--- config.mk ---
export PLATFORM = sky130hd
export DESIGN_NAME = ctrl_pipe_unit_flat
export DESIGN_NICKNAME = d
export VERILOG_FILES = /design/src/rtl/ctrl_pipe_if.sv /design/src/rtl/ctrl_pipe_unit.sv /design/src/flat_wrapper.sv
export SDC_FILE = /design/constraint.sdc
export NUM_CORES = 1
export LEC_CHECK = 0
export ABC_AREA = 0
export CAP_MARGIN = 20
export CORE_ASPECT_RATIO = 0.75
export CORE_MARGIN = 2
export CORE_UTILIZATION = 40
export CTS_CLUSTER_DIAMETER = 120
export CTS_CLUSTER_SIZE = 8
export DETAILED_ROUTE_END_ITERATION = 8
export PLACE_DENSITY = 0.71
export SYNTH_ARGS = -nofsm -noshare
export SYNTH_HDL_FRONTEND = slang
export SYNTH_SLANG_ARGS = --single-unit
--- constraint.sdc ---
create_clock -name clk -period 0.8 [get_ports clk]
set_input_delay 0.16 -clock clk [delete_from_list [all_inputs] [get_ports clk]]
set_output_delay 0.16 -clock clk [all_outputs]
set_load 0.05 [all_outputs]
--- src/rtl/ctrl_pipe_if.sv ---
// Decode-to-control bundle for ctrl_pipe_unit: decoded instruction fields and status flags in,
// registered control word and busy back-pressure out.
interface ctrl_pipe_if #(
    parameter int OPCODE_W  = 4,
    parameter int EXE_CMD_W = 4
);
    logic                 instValid;
    logic [1:0]           mode;
    logic [OPCODE_W-1:0]  opCode;
    logic                 sIn;
    logic [3:0]           cond;
    logic [3:0]           statusNZCV;
    logic                 hazard;
    logic                 flush;
    logic                 ctrlValid;
    logic [EXE_CMD_W-1:0] exeCmd;
    logic                 memReadEn;
    logic                 memWriteEn;
    logic                 writeBackEn;
    logic                 b;
    logic                 sOut;
    logic                 busy;
    logic                 illegal;

    modport master (
        output instValid, mode, opCode, sIn, cond, statusNZCV, hazard, flush,
        input  ctrlValid, exeCmd, memReadEn, memWriteEn, writeBackEn, b, sOut, busy, illegal
    );

    modport slave (
        input  instValid, mode, opCode, sIn, cond, statusNZCV, hazard, flush,
        output ctrlValid, exeCmd, memReadEn, memWriteEn, writeBackEn, b, sOut, busy, illegal
    );
endinterface

--- src/rtl/ctrl_pipe_unit.sv ---
// Registered ARM decode/control stage: condition evaluation, stall/flush bubbles and an optional
// multi-cycle MUL sequencer enabled by defining CTRL_MUL_EN (otherwise mode 11 is illegal).
module ctrl_pipe_unit #(
    parameter int EXE_CMD_W  = 4,
    parameter int OPCODE_W   = 4,
    parameter int MUL_CYCLES = 4
) (
    input logic         clk,
    input logic         rst,
    ctrl_pipe_if.slave  bus
);
    function automatic logic f_cond_pass(input logic [3:0] c, input logic [3:0] nzcv);
        logic n, z, cf, v;
        logic pass;
        {n, z, cf, v} = nzcv;
        case (c)
            4'b0000: pass = z;
            4'b0001: pass = !z;
            4'b0010: pass = cf;
            4'b0011: pass = !cf;
            4'b0100: pass = n;
            4'b0101: pass = !n;
            4'b0110: pass = v;
            4'b0111: pass = !v;
            4'b1000: pass = cf & !z;
            4'b1001: pass = !cf | z;
            4'b1010: pass = (n == v);
            4'b1011: pass = (n != v);
            4'b1100: pass = !z & (n == v);
            4'b1101: pass = z | (n != v);
            4'b1110: pass = 1'b1;
            default: pass = 1'b0;
        endcase
        return pass;
    endfunction

    logic       w_opHi;
    logic [3:0] w_cmd;
    logic       w_mr, w_mw, w_wb, w_b, w_s, w_ill, w_isMul;
    logic       w_take;

    assign w_opHi = ((bus.opCode >> 4) != '0);
    // An instruction is taken only when nothing stalls or kills it and its condition passes.
    assign w_take = !bus.flush && !bus.hazard && bus.instValid &&
                    f_cond_pass(bus.cond, bus.statusNZCV);

    always_comb begin
        w_cmd   = 4'b0000;
        w_mr    = 1'b0;
        w_mw    = 1'b0;
        w_wb    = 1'b0;
        w_b     = 1'b0;
        w_s     = 1'b0;
        w_ill   = 1'b0;
        w_isMul = 1'b0;
        case (bus.mode)
            2'b00: begin
                w_wb = 1'b1;
                w_s  = bus.sIn;
                if (w_opHi) begin
                    w_ill = 1'b1;
                end else begin
                    case (bus.opCode[3:0])
                        4'b1101: w_cmd = 4'b0001;
                        4'b1111: w_cmd = 4'b1001;
                        4'b0100: w_cmd = 4'b0010;
                        4'b0101: w_cmd = 4'b0011;
                        4'b0010: w_cmd = 4'b0100;
                        4'b0110: w_cmd = 4'b0101;
                        4'b0000: w_cmd = 4'b0110;
                        4'b1100: w_cmd = 4'b0111;
                        4'b0001: w_cmd = 4'b1000;
                        4'b1010: begin w_cmd = 4'b0100; w_wb = 1'b0; w_s = 1'b1; end
                        4'b1000: begin w_cmd = 4'b0110; w_wb = 1'b0; w_s = 1'b1; end
                        default: w_ill = 1'b1;
                    endcase
                end
            end
            2'b01: begin
                w_cmd = 4'b0010;
                w_mr  = bus.sIn;
                w_wb  = bus.sIn;
                w_mw  = !bus.sIn;
            end
            2'b10: w_b = 1'b1;
            default: begin
`ifdef CTRL_MUL_EN
                w_isMul = 1'b1;
                w_cmd   = 4'b1010;
                w_wb    = 1'b1;
                w_s     = bus.sIn;
`else
                w_ill   = 1'b1;
`endif
            end
        endcase
    end

    logic                 r_ctrlValid;
    logic [EXE_CMD_W-1:0] r_exeCmd;
    logic                 r_memReadEn, r_memWriteEn, r_writeBackEn, r_b, r_sOut, r_illegal;

`ifdef CTRL_MUL_EN
    localparam int CNT_W = $clog2(MUL_CYCLES) + 1;
    typedef enum logic {IDLE, MUL_BUSY} state_t;
    state_t           r_state;
    logic [CNT_W-1:0] r_cnt;
    logic             r_busy;
    logic             r_mulS;
`endif

    always_ff @(posedge clk or negedge rst) begin
        if (!rst) begin
            r_ctrlValid   <= 1'b0;
            r_exeCmd      <= '0;
            r_memReadEn   <= 1'b0;
            r_memWriteEn  <= 1'b0;
            r_writeBackEn <= 1'b0;
            r_b           <= 1'b0;
            r_sOut        <= 1'b0;
            r_illegal     <= 1'b0;
`ifdef CTRL_MUL_EN
            r_state       <= IDLE;
            r_cnt         <= '0;
            r_busy        <= 1'b0;
            r_mulS        <= 1'b0;
`endif
        end else begin
            r_ctrlValid   <= 1'b0;
            r_exeCmd      <= '0;
            r_memReadEn   <= 1'b0;
            r_memWriteEn  <= 1'b0;
            r_writeBackEn <= 1'b0;
            r_b           <= 1'b0;
            r_sOut        <= 1'b0;
            r_illegal     <= 1'b0;
`ifdef CTRL_MUL_EN
            case (r_state)
                IDLE: begin
                    r_illegal <= w_take && w_ill;
                    if (w_take && !w_ill && w_isMul) begin
                        r_state <= MUL_BUSY;
                        r_cnt   <= CNT_W'(MUL_CYCLES - 2);
                        r_busy  <= 1'b1;
                        r_mulS  <= bus.sIn;
                    end else if (w_take && !w_ill) begin
                        r_ctrlValid   <= 1'b1;
                        r_exeCmd      <= EXE_CMD_W'(w_cmd);
                        r_memReadEn   <= w_mr;
                        r_memWriteEn  <= w_mw;
                        r_writeBackEn <= w_wb;
                        r_b           <= w_b;
                        r_sOut        <= w_s;
                    end
                end
                default: begin
                    // flush outranks completion, so a killed MUL is never issued.
                    if (bus.flush) begin
                        r_state <= IDLE;
                        r_cnt   <= '0;
                        r_busy  <= 1'b0;
                    end else if (r_cnt != '0) begin
                        r_cnt <= r_cnt - 1'b1;
                    end else if (!bus.hazard) begin
                        r_ctrlValid   <= 1'b1;
                        r_exeCmd      <= EXE_CMD_W'(4'b1010);
                        r_writeBackEn <= 1'b1;
                        r_sOut        <= r_mulS;
                        r_state       <= IDLE;
                        r_busy        <= 1'b0;
                    end
                end
            endcase
`else
            r_illegal <= w_take && w_ill;
            if (w_take && !w_ill) begin
                r_ctrlValid   <= 1'b1;
                r_exeCmd      <= EXE_CMD_W'(w_cmd);
                r_memReadEn   <= w_mr;
                r_memWriteEn  <= w_mw;
                r_writeBackEn <= w_wb;
                r_b           <= w_b;
                r_sOut        <= w_s;
            end
`endif
        end
    end

    assign bus.ctrlValid   = r_ctrlValid;
    assign bus.exeCmd      = r_exeCmd;
    assign bus.memReadEn   = r_memReadEn;
    assign bus.memWriteEn  = r_memWriteEn;
    assign bus.writeBackEn = r_writeBackEn;
    assign bus.b           = r_b;
    assign bus.sOut        = r_sOut;
    assign bus.illegal     = r_illegal;
`ifdef CTRL_MUL_EN
    assign bus.busy        = r_busy;
`else
    assign bus.busy        = 1'b0;
`endif
endmodule

--- src/flat_wrapper.sv ---
// flat-port wrapper written by rule: the top's interface ports become plain ports
module ctrl_pipe_unit_flat 
#(
    parameter int EXE_CMD_W  = 4,
    parameter int OPCODE_W   = 4,
    parameter int MUL_CYCLES = 4
)
  (clk, rst, bus_instValid, bus_mode, bus_opCode, bus_sIn, bus_cond, bus_statusNZCV, bus_hazard, bus_flush, bus_ctrlValid, bus_exeCmd, bus_memReadEn, bus_memWriteEn, bus_writeBackEn, bus_b, bus_sOut, bus_busy, bus_illegal);
  ctrl_pipe_if #(.OPCODE_W(OPCODE_W), .EXE_CMD_W(EXE_CMD_W)) bus_i ();
  input logic clk;
  input logic rst;
  input wire logic [$bits(bus_i.instValid)-1:0] bus_instValid;
  input wire logic [$bits(bus_i.mode)-1:0] bus_mode;
  input wire logic [$bits(bus_i.opCode)-1:0] bus_opCode;
  input wire logic [$bits(bus_i.sIn)-1:0] bus_sIn;
  input wire logic [$bits(bus_i.cond)-1:0] bus_cond;
  input wire logic [$bits(bus_i.statusNZCV)-1:0] bus_statusNZCV;
  input wire logic [$bits(bus_i.hazard)-1:0] bus_hazard;
  input wire logic [$bits(bus_i.flush)-1:0] bus_flush;
  output wire logic [$bits(bus_i.ctrlValid)-1:0] bus_ctrlValid;
  output wire logic [$bits(bus_i.exeCmd)-1:0] bus_exeCmd;
  output wire logic [$bits(bus_i.memReadEn)-1:0] bus_memReadEn;
  output wire logic [$bits(bus_i.memWriteEn)-1:0] bus_memWriteEn;
  output wire logic [$bits(bus_i.writeBackEn)-1:0] bus_writeBackEn;
  output wire logic [$bits(bus_i.b)-1:0] bus_b;
  output wire logic [$bits(bus_i.sOut)-1:0] bus_sOut;
  output wire logic [$bits(bus_i.busy)-1:0] bus_busy;
  output wire logic [$bits(bus_i.illegal)-1:0] bus_illegal;
  assign bus_i.instValid = bus_instValid;
  assign bus_i.mode = bus_mode;
  assign bus_i.opCode = bus_opCode;
  assign bus_i.sIn = bus_sIn;
  assign bus_i.cond = bus_cond;
  assign bus_i.statusNZCV = bus_statusNZCV;
  assign bus_i.hazard = bus_hazard;
  assign bus_i.flush = bus_flush;
  assign bus_ctrlValid = bus_i.ctrlValid;
  assign bus_exeCmd = bus_i.exeCmd;
  assign bus_memReadEn = bus_i.memReadEn;
  assign bus_memWriteEn = bus_i.memWriteEn;
  assign bus_writeBackEn = bus_i.writeBackEn;
  assign bus_b = bus_i.b;
  assign bus_sOut = bus_i.sOut;
  assign bus_busy = bus_i.busy;
  assign bus_illegal = bus_i.illegal;
  ctrl_pipe_unit #(.EXE_CMD_W(EXE_CMD_W), .OPCODE_W(OPCODE_W), .MUL_CYCLES(MUL_CYCLES)) u_core (.clk(clk), .rst(rst), .bus(bus_i));
endmodule
==> flow_metrics.py, run 1 <==
metrics = {
    "finish": {
        "fillers": 105,
        "area_growth_pct": 103,
        "drive_above_1_share_pct": 53.6,
        "antennaDiodeCount": 0,
        "multi_input_area_um2": 622,
        "regArea_um2": 275,
        "final_cells": 177,
        "nNetsFinal": 177,
    },
    "global_routing": {
        "grt_pass1_vias": 860,
        "gr-total-overflow": 0,
        "grt_use_total_pct": 20.7,
        "grt_start_max_net_pins": 12,
        "antenna_found_initial": 0,
        "grt_first_pass_wirelength_um": 3750,
    },
    "yosys": {
        "syn_nets": 117,
        "postSynthCellCount": 94,
        "synthTopCellsByArea": "dfrtp_1, nor3_1, ha_1, nand4b_1, buf_6",
        "ys_dominant_reg_cell": "dfrtp_1",
        "netlist_area_um2": 826,
        "synth_top_cell_by_area": "dfrtp_1",
        "avgSynthCellArea_um2": 8.79,
        "synth_edf_count": 0,
        "yosysMostFrequentCell": "dfrtp_1",
        "yosysWarningCount": 0,
        "ys_seq_area_share_pct": 33.3,
        "ys_types": 37,
        "synth_common_cells": "dfrtp_1, nor3_1, inv_1, nand2_1",
        "synth-seq-cells": 11,
        "async_reset_ff_share_pct": 100,
        "synth_top_area_share_pct": 33.3,
    },
    "setup_path": {
        "crit_buf_inv": 3,
        "critPathKind": "in2reg",
        "slowest_delay_ps": 380,
        "required_ps": 950,
        "arrival_ps": 1560,
        "crit_family": "simple AND/OR/NAND/NOR gates",
        "critPathCaptureType": "register",
        "worstSetupStartpointType": "input pin",
        "path_common_cell": "buf_6",
        "worstPathMaxFanout": 5,
        "crit_path_cell_trace": "buf_6 > and2_4 > and3_4 > o311a_1 > nor4_4 > buf_6 > buf_6 > nor3_2",
        "slowest_stage": "o311a_1",
    },
    "detailed_routing": {
        "drt_wl_total_um": 2830,
        "via_per_inst": 5.49,
        "drt_first_pass_iters": 4,
        "drt-initial-drc-count": 16,
        "wire_per_inst_um": 16.0,
        "dr_total_vias": 971,
        "drc": 0,
        "ant_nets": 0,
    },
    "status": {
        "violations": "negative setup slack",
        "status": "finished with violations",
    },
    "floorplanning": {
        "core_um2": 1980,
        "start_util_pct": 41.7,
        "num_rows": 14,
        "fp.dieW_um": 56.5,
        "die_y_um": 43.4,
        "dieArea_um2": 2450,
        "ioPinCount": 32,
    },
    "clock_tree": {
        "cts_buffer_depth": 2,
        "cts_tree": "done",
        "clk_pin_slew_worst_paths_ps": 70,
        "htreeDepth": 1,
        "numCtsBuffers": 3,
        "cts_root_buf": "clkbuf_4",
        "cts_sinks": 11,
    },
    "sta": {
        "setup_viol": 22,
        "min_period_ps": 1410,
        "final_hold_viol_count": 0,
        "slew_violations": 0,
        "setup-tns-final_ps": -8420,
        "max_freq_mhz": 708,
        "fin_ws_ps": -612,
        "finalCritPeriodShare_pct": 177,
        "rsz0062_at_grt": "true",
    },
    "hold_path": {
        "hold_class": "in2async",
    },
    "placement": {
        "place_inst": 168,
        "dpl.hpwl_um": 1830,
        "portBuffers": 30,
        "place_congestion": 0.850,
        "pre_cts_slack_ps": -1420,
    },
    "power_and_ir_drop": {
        "power_density_nw_per_um2": 975,
        "vdd_drop_max_uv": 746,
        "p_leak_nw": 0.756,
    },
    "job": {
        "cap_violations": 0,
    },
}
state kept, by name, summed over array words and instances (netlist names):
| signal | count |
|---|---|
| u_core.bus.b | 1 |
| u_core.bus.ctrlValid | 1 |
| u_core.bus.exeCmd | 4 |
| u_core.bus.illegal | 1 |
| u_core.bus.memReadEn | 1 |
| u_core.bus.memWriteEn | 1 |
| u_core.bus.sOut | 1 |
| u_core.bus.writeBackEn | 1 |
repair_timing:
| item | in CTS | in global routing |
|---|---|---|
| hold buffers | 0 | 0 |
| endpoints found under the setup margin | 22 | 22 |
| gates cloned | 1 | 0 |
| resized for setup | 61 | 17 |
| pin swaps | 11 | 5 |
| buffers inserted | 3 | 1 |
how the worst max path moves through the flow:
stage,from,end,slack (ps),cells past startpoint
2_1_floorplan,bus_cond[2],u_core.bus.exeCmd[1],-670,7
3_3_place_gp,bus_statusNZCV[3],u_core.bus.exeCmd[2],-1340,6
3_5_place_dp,bus_statusNZCV[3],u_core.bus.ctrlValid,-1420,7
4_1_cts,bus_cond[3],u_core.bus.ctrlValid,-580,8
5_1_grt,bus_cond[2],u_core.bus.ctrlValid,-640,9
6_report,bus_cond[3],u_core.bus.ctrlValid,-610,8
through the flow:
| stage | hold slack (ps) | instance area [um^2] | power, W | util (%) |
|---|---|---|---|---|
| 2_1_floorplan | -136 | 882 | 0.000834 | - |
| 3_3_place_gp | 496 | 1470 | 0.00109 | 74.2 |
| 3_5_place_dp | 501 | 1470 | 0.00110 | 74.2 |
| 4_1_cts | 223 | 1620 | 0.00157 | 81.9 |
| 5_1_grt | 223 | 1680 | 0.00171 | 84.7 |
| 6_report | 213 | 1680 | 0.00163 | 84.7 |
report_power, final:
group | switching, W | internal, W
clock network | 0.000189 | 0.000194
registers | 0.00000416 | 0.000561
logic | 0.000337 | 0.000350
total | 0.000530 | 0.00110
placed cells by master (no fill, tap or decap), types with 6 or more instances in the layout:
master            n
buf_4            21
dfrtp_1          11
nor3_2            6
clkdlybuf4s50_1   6
nand2_1           7
buf_6            12
buf_12           12
cell type report:
cell class              instances  share of cell area [%]
flip-flops and latches         11                    16.4
well taps                      24                    1.79
inverters                       8                    1.79
repair buffers                 61                    41.3
multi-input cells              69                    37.1
clock buffers                   4                    1.57
per-layer routing:
layer	global-route usage (%)	wire length (um)	up-vias
li1	-	-	458
met4	12.9	55	0
met1	25.3	1130	462
met3	5.37	183	6
met5	0	0	-
met2	33.3	1470	45
cells by family after synthesis:
kind of cell / Yosys count / share of synthesized area, %
adders and majority gates: 3 / 4.55
DFF: 11 / 33.3
xor gates and xnor gates: 2 / 2.12
AOI/OAI and AO/OA: 14 / 12.3
other: 1 / 0.454
buffers and inverters: 14 / 9.85
and+or+nand+nor: 47 / 35.0
muxes: 2 / 2.42
Note: power is estimated with default switching activity, not from simulation.
==> run 2, diff against run 1 <==
--- a/config.mk
+++ b/config.mk
@@ -8,7 +8,7 @@
 export ABC_AREA = 0
 export CAP_MARGIN = 20
 export CORE_ASPECT_RATIO = 0.75
-export CORE_MARGIN = 2
+export CORE_MARGIN = 1.5
 export CORE_UTILIZATION = 40
 export CTS_CLUSTER_DIAMETER = 120
 export CTS_CLUSTER_SIZE = 8
==> run 2 against run 1 <==
Critical path depth unchanged. The flow still finishes with violations (negative setup slack). Utilization shrank 1.0 points. Non-clock buffer count rose by 4.
==> flow_metrics.py, run 2 (synthesis gave the netlist of run 1 again) <==
metrics = {
    "finish": {
        "final_common_cell": "buf_4",
        "fin_util_pct": 83.7,
        "mostFrequentLayoutCells": "buf_4, buf_12, dfrtp_1",
        "largest_register_ffs": 4,
        "antennaDiodeCount": 0,
        "fillers": 113,
        "area_growth_pct": 101,
        "nNetsFinal": 181,
        "drive_above_1_share_pct": 50.3,
    },
    "detailed_routing": {
        "drt-initial-drc-count": 48,
        "drt_first_pass_iters": 4,
        "via_per_inst": 5.60,
        "wire_per_inst_um": 15.1,
        "dr_total_vias": 1014,
        "drt_wl_total_um": 2740,
        "drc": 0,
        "ant_nets": 0,
    },
    "setup_path": {
        "arrival_ps": 1590,
        "critPathCaptureType": "register",
        "required_ps": 960,
        "critPathKind": "in2reg",
        "worstSetupStartpointType": "input pin",
        "worstPathMaxFanout": 5,
    },
    "global_routing": {
        "grt_pass1_vias": 947,
        "grt_first_pass_wirelength_um": 4490,
        "grt_start_max_net_pins": 12,
        "grt_use_total_pct": 25.5,
        "gr-total-overflow": 0,
        "antenna_found_initial": 0,
    },
    "power_and_ir_drop": {
        "pwr-share-seq_pct": 35.3,
        "p_clk_share_pct": 23.2,
        "power_density_nw_per_um2": 967,
        "p_leak_nw": 0.746,
        "vdd_drop_max_uv": 676,
        "swShare_pct": 31.1,
        "intPower_w": 0.00110,
        "switchingPower_w": 0.000498,
        "p_comb_share_pct": 41.5,
        "power_w": 0.00160,
    },
    "placement": {
        "pre_cts_slack_ps": -1390,
        "portBuffers": 30,
        "place_congestion": 0.846,
        "dpl.hpwl_um": 1910,
    },
    "floorplanning": {
        "core_um2": 1980,
        "start_util_pct": 41.7,
        "ioPinCount": 32,
        "num_rows": 14,
        "dieArea_um2": 2350,
        "fp.dieW_um": 55.5,
        "die_y_um": 42.4,
    },
    "sta": {
        "final_hold_viol_count": 0,
        "setup-tns-final_ps": -8530,
        "fin_ws_ps": -638,
        "max_freq_mhz": 695,
        "rsz0062_at_grt": "true",
        "finalCritPeriodShare_pct": 180,
        "min_period_ps": 1440,
        "setup_viol": 22,
        "slew_violations": 0,
    },
    "clock_tree": {
        "numCtsBuffers": 3,
        "cts_root_buf": "clkbuf_4",
        "clk_pin_slew_worst_paths_ps": 70,
        "cts_tree": "done",
        "cts_buffer_depth": 2,
        "cts_sinks": 11,
        "htreeDepth": 1,
    },
    "job": {
        "cap_violations": 0,
    },
    "status": {
        "violations": "negative setup slack",
        "status": "finished with violations",
    },
    "hold_path": {
        "hold_class": "in2async",
    },
}
## run 2: path summary, 6_finish.rpt
kind | startpoint | endpoint | slack, ps | cells past startpoint
worst max-delay path | bus_statusNZCV[1] | u_core.bus.ctrlValid | -640 | 8
max in group asynchronous | rst | u_core.bus.sOut | 480 | 2
min in group clk | bus_opCode[2] | u_core.bus.exeCmd[2] | 260 | 3
worst min-delay path | rst | u_core.bus.exeCmd[1] | 210 | 2
## run 2: what timing repair did
item	CTS	global route
setup buffers	4	1
setup endpoints to repair	22	22
cloned	1	0
resized for setup	64	1
hold buffers	0	0
pin swaps	12	1
## run 2: layer usage
layer | GRT usage, % | vias to the layer above | wire length, um
met5 | 0 | - | 0
met1 | 30.6 | 488 | 1100
li1 | - | 469 | -
met4 | 11.7 | 0 | 25
met3 | 4.32 | 6 | 199
met2 | 44.8 | 51 | 1410
## run 2: per-stage QoR
step,instances,area [um^2],hold WS (ps)
2_1_floorplan,94,882,-136
3_3_place_gp,171,1500,496
3_5_place_dp,171,1500,498
4_1_cts,180,1650,209
5_1_grt,181,1660,213
6_report,181,1660,212
## run 2: critical path, cell delays in order
cell and delay (ps):
dlygate4sd2_1 270, or2b_1 120, o21ai_0 60, o311a_1 350, nor4_2 270, buf_4 220, buf_6 110, nor3_2 30
## run 2: area by class of cell
cell class	count	area [um^2]	share of cell area, %
Clock buffer	4	26.3	1.59
Inverter	8	30.0	1.81
Multi-Input combinational cell	69	574	34.7
Sequential cell	11	275	16.6
Tap cell	24	30.0	1.81
Timing Repair Buffer	65	721	43.5
## run 2: power groups by stage
stage / Clock, W / Combinational, W / Sequential (W)
final: 0.000371 / 0.000665 / 0.000565
after global routing: 0.000406 / 0.000704 / 0.000565
after CTS: 0.000379 / 0.000643 / 0.000565
after detailed placement: 0 / 0.000566 / 0.000576
after global placement: 0 / 0.000548 / 0.000575
after floorplan: 0 / 0.000243 / 0.000590
